## src/rtl/memoria_sync.sv

```systemverilog
// Single-port synchronous RAM with self-clearing after reset or on request,
// read-valid strobe, out-of-range detection and optional output register.
module memoria_sync #(
  parameter int DATA_W  = 14,
  parameter int ADDR_W  = 5,
  parameter int DEPTH   = 32,
  parameter int OUT_REG = 0
) (
  input  logic              clk,
  input  logic              rst_n,
  input  logic              clr,
  input  logic              en,
  input  logic              wr,
  input  logic [ADDR_W-1:0] address,
  input  logic [DATA_W-1:0] datain,
  output logic [DATA_W-1:0] dataout,
  output logic              rd_valid,
  output logic              busy,
  output logic              addr_err
);

  typedef enum logic {CLEAR, READY} state_t;

  localparam logic [ADDR_W-1:0] LAST    = ADDR_W'(DEPTH - 1);
  localparam logic [ADDR_W:0]   DEPTH_X = (ADDR_W + 1)'(DEPTH);

  logic [DATA_W-1:0] mem [DEPTH];

  state_t            state_q, state_d;
  logic [ADDR_W-1:0] cnt_q, cnt_d;
  logic              in_range, acc, rd_acc, rd_err, wr_err;
  logic              mem_we;
  logic [ADDR_W-1:0] mem_addr;
  logic [DATA_W-1:0] mem_wdata;

  logic              p1_v, p1_err, werr_q;
  logic [DATA_W-1:0] p1_data;

  assign in_range = {1'b0, address} < DEPTH_X;

  always_comb begin
    state_d   = state_q;
    cnt_d     = cnt_q;
    busy      = 1'b0;
    acc       = 1'b0;
    mem_we    = 1'b0;
    mem_addr  = address;
    mem_wdata = datain;
    case (state_q)
      CLEAR: begin
        busy      = 1'b1;
        mem_we    = 1'b1;
        mem_addr  = cnt_q;
        mem_wdata = '0;
        cnt_d     = cnt_q + 1'b1;
        if (cnt_q == LAST) begin
          state_d = READY;
          cnt_d   = '0;
        end
      end
      READY: begin
        // clr wins over any access presented in the same cycle
        if (clr) begin
          state_d = CLEAR;
          cnt_d   = '0;
        end else begin
          acc    = en && rst_n;
          mem_we = acc && wr && in_range;
        end
      end
      default: state_d = CLEAR;
    endcase
    rd_acc = acc && !wr;
    rd_err = rd_acc && !in_range;
    wr_err = acc && wr && !in_range;
  end

  always_ff @(posedge clk) begin
    if (mem_we) mem[mem_addr] <= mem_wdata;
  end

  always_ff @(posedge clk) begin
    if (!rst_n) begin
      state_q <= CLEAR;
      cnt_q   <= '0;
      p1_v    <= 1'b0;
      p1_err  <= 1'b0;
      werr_q  <= 1'b0;
      p1_data <= '0;
    end else begin
      state_q <= state_d;
      cnt_q   <= cnt_d;
      p1_v    <= rd_acc;
      p1_err  <= rd_err;
      werr_q  <= wr_err;
      if (rd_acc) p1_data <= in_range ? mem[address] : '0;
    end
  end

  generate
    if (OUT_REG == 0) begin : g_direct
      assign dataout  = p1_data;
      assign rd_valid = p1_v;
      assign addr_err = p1_err | werr_q;
    end else begin : g_outreg
      logic              p2_v, p2_err;
      logic [DATA_W-1:0] p2_data;

      always_ff @(posedge clk) begin
        if (!rst_n) begin
          p2_v    <= 1'b0;
          p2_err  <= 1'b0;
          p2_data <= '0;
        end else begin
          p2_v   <= p1_v;
          p2_err <= p1_err;
          if (p1_v) p2_data <= p1_data;
        end
      end

      // write errors keep their one-cycle timing; read errors follow rd_valid
      assign dataout  = p2_data;
      assign rd_valid = p2_v;
      assign addr_err = p2_err | werr_q;
    end
  endgenerate

endmodule
```

## config.mk

```make
export PLATFORM = sky130hd
export DESIGN_NAME = memoria_sync
export DESIGN_NICKNAME = d
export VERILOG_FILES = /design/src/rtl/memoria_sync.sv
export SDC_FILE = /design/constraint.sdc
export NUM_CORES = 1
export LEC_CHECK = 0
export BUFFER_PORTS_ARGS = -buffer_cell sky130_fd_sc_hd__buf_4
export CAP_MARGIN = 20
export CORE_MARGIN = 2
export CORE_UTILIZATION = 48
export CTS_BUF_LIST = sky130_fd_sc_hd__clkbuf_4 sky130_fd_sc_hd__clkbuf_8
export CTS_CLUSTER_DIAMETER = 50
export DETAILED_ROUTE_END_ITERATION = 6
export HOLD_SLACK_MARGIN = 0.05
export REMOVE_ABC_BUFFERS = 1
export SYNTH_ARGS = -nofsm -noshare
export SYNTH_HDL_FRONTEND = slang
export SYNTH_SLANG_ARGS = --single-unit
```

## constraint.sdc

```tcl
create_clock -name clk -period 4.45 [get_ports clk]
set_input_delay 0.445 -clock clk [delete_from_list [all_inputs] [get_ports clk]]
set_output_delay 0.445 -clock clk [all_outputs]
set_load 0.01 [all_outputs]
```

==> impl_metrics.ini <==
[outcome]
status = complete, no violations

[floorplan]
die_w_um = 200
num_rows = 71
initial_core_util = 0.489
io_pins = 41
fp.dieArea_um2 = 40200
coreArea_um2 = 37800
die_h_um = 200

[yosys]
syn-mean-instance-area_um2 = 17.1
syn_area_um2 = 18500
synthFlopType = edfxtp_1
yosysSeqAreaShare = 0.749
synth-seq-cells = 469
synth_edf_count = 448
synth_cell_types = 35
netlist_instances = 1086
ys_warn_count = 0
synthArstFlopShare = 0

[power_and_ir_drop]
powerDensity_nw_per_um2 = 426
static-leakage-power_nw = 8.16
ir_drop_v = 0.000219

[clock_tree]
clock-sinks = 469
clock_path_buffers = 3
cts_made_buffers = 78
cts_root_buf = clkbuf_8
postCtsHoldBufs = 0
cts_tree = yes
cts_resized = 0
htree_num_levels = 3
clk_latency_ns = 0.63
cts_setup_buffers = 0
clk_pin_slew_ns = 0.06

[layout]
fill_cells = 3034
layout-drive-gt1-share = 0.190
area_growth_pct = 14.5
fin_nets = 1223

[sta]
finClkSkew_ns = 0.0385
tightest_slew_ns = 0.991
fin_crit_sh = 0.630
max_slew_margin = 0.340
timing.setup.tns_ns = 0
min_period_ns = 2.80
hold_ws_ns = 0.215
drv_slew = 0
setup_violations = 0
hold_viol = 0
fmax_mhz = 357
rsz0062_at_grt = no

[detailed_routing]
drc = 0
wire_per_inst_um = 25.7
vias_per_cell = 5.77
first_pass_iters = 7
ant_nets = 0
drt_iter0_drc = 883
routed_wl_um = 45600
dr_total_vias = 10200

[setup_path]
cp_slowest_cell = dfxtp_1
max_stage_delay_ns = 0.89
crit_family = flip-flops
required_ns = 4.74
r2r-end = mem[25][10]
r2r_start = state_q
endpoint_kind = flop
arrival_ns = 3.09
rr_worst_depth = 5
critPathBufInv = 2
startpoint_type = flop
path_cells = inv_1 -> nor3b_1 -> o21ai_1 -> nor2_1 -> buf_4
critPathMaxFanout = 29
crit_type = flop to flop
rrSetupSlack_ns = 1.65

[min_path]
hold_path_class = primary input to flop
min_path_cells = 4
hp-start = clr
hold_path_end = cnt_q[1]

[grt]
grt_util_all_layers = 0.229
grt_overflow = 0
grt_pass1_wl_um = 67000
antenna_found_initial = 6
grt_max_degree = 66
first_global_vias = 10100

[placed_design]
place_congestion = 0.769
port_buffers = 39
dp_hpwl_um = 26400

[flow_run]
maxCapViolCount = 0
[metal layers]
| metal | wire, µm | GRT usage | vias up | share of wire |
|---|---|---|---|---|
| met1 | 19500 | 0.320 | 5183 | 0.43 |
| met4 | 1330 | 0.0899 | 6 | 0.029 |
| met2 | 21400 | 0.351 | 373 | 0.47 |
| met5 | 31 | 0 | - | 0.00068 |
| met3 | 3350 | 0.0519 | 90 | 0.074 |
| li1 | - | - | 4560 | - |
[sequential cells by signal, indices dropped and copies added, names as in the netlist]
signal / cells
rd_valid: 1
state_q: 1
dataout: 14
cnt_q: 5
mem: 448
[worst min-delay path: stages]
cell	delay (ns)
buf_4	0.11
nor2_1	0.05
a21oi_1	0.10
nor2b_1	0.05
[layout by cell type, fill, tap and decap left out, types with 5 or more instances in the layout]
cell type	synthesis	layout
clkbuf_8	0	88
a22oi_1	112	112
or4_1	14	14
o21ai_0	21	21
mux2i_1	225	225
clkinv_1	0	8
clkinv_2	0	6
a21oi_1	74	74
dfxtp_1	21	21
and2_1	15	14
buf_4	14	88
clkbuf_4	1	34
nor2_1	37	36
nor3b_1	5	5
edfxtp_1	448	448
nand2_1	15	15
[cell type report]
cell class | count | area, µm² | share of cell area
flip-flops and latches | 469 | 13900 | 0.654
multi-input cells | 551 | 4250 | 0.200
clock buffers | 122 | 1470 | 0.0692
repair buffers | 96 | 833 | 0.0393
well taps | 511 | 639 | 0.0302
clock inverters | 20 | 134 | 0.00631
inverters | 1 | 3.75 | 0.000177
diodes | 1 | 2.50 | 0.000118
[synth_stat cells, types with 3 or more instances]
cell type / n / share of area
a21oi_1: 74 / 0.020
a22oi_1: 112 / 0.045
and2_1: 15 / 0.0051
buf_1: 3 / 0.00061
buf_2: 10 / 0.0027
buf_4: 14 / 0.0057
buf_6: 7 / 0.0043
buf_8: 4 / 0.0032
clkbuf_1: 25 / 0.0051
dfxtp_1: 21 / 0.023
edfxtp_1: 448 / 0.73
mux2i_1: 225 / 0.12
nand2_1: 15 / 0.0030
nand2b_1: 4 / 0.0014
nor2_1: 37 / 0.0075
nor2b_1: 6 / 0.0020
nor3_1: 3 / 0.00081
nor3b_1: 5 / 0.0020
o21ai_0: 21 / 0.0057
o21ai_1: 4 / 0.0011
or4_1: 14 / 0.0057
[power breakdown]
part,leakage [nW],switching (mW),internal (mW),total [mW]
Clock,0.854,1.66,2.16,3.82
Combinational,2.43,0.249,0.144,0.393
Sequential,4.88,0.0128,4.81,4.82
Total,8.16,1.92,7.11,9.04
[through the flow]
step / worst slack, ns / power, mW / std cells / instance area, µm² / utilization
2_1_floorplan: 1.36 / 5.11 / 1021 / 18100 / -
3_3_place_gp: 1.64 / 5.31 / 1624 / 19500 / 0.515
3_5_place_dp: 1.62 / 5.31 / 1627 / 19600 / 0.517
4_1_cts: 1.70 / 9.12 / 1769 / 21200 / 0.559
5_1_grt: 1.36 / 9.34 / 1770 / 21200 / 0.560
6_report: 1.65 / 9.04 / 1771 / 21200 / 0.560
[worst max path at each step]
stage               start          end  slack (ns)  cells after the start
2_1_floorplan  address[1]   dataout[9]        1.36                      5
3_3_place_gp   address[0]  dataout[12]        1.64                      7
3_5_place_dp   address[0]  dataout[13]        1.62                      7
4_1_cts           state_q   mem[21][6]        1.70                      5
5_1_grt           state_q  mem[25][10]        1.36                      5
6_report          state_q  mem[25][10]        1.65                      5
[cell families (layout without fill, tap and decap cells)]
group                      count (synthesis)  count (layout)  synth area share
other                                      1               2          0.000202
DFF                                      469             469             0.749
buffers and inverters                     66             239            0.0232
muxes                                    226             226             0.122
and+or+nand+nor                          109             109            0.0311
AOI/OAI and AO/OA                        213             213            0.0729
adders and majority gates                  2               2           0.00135
Power figures use the tool's default switching activity.
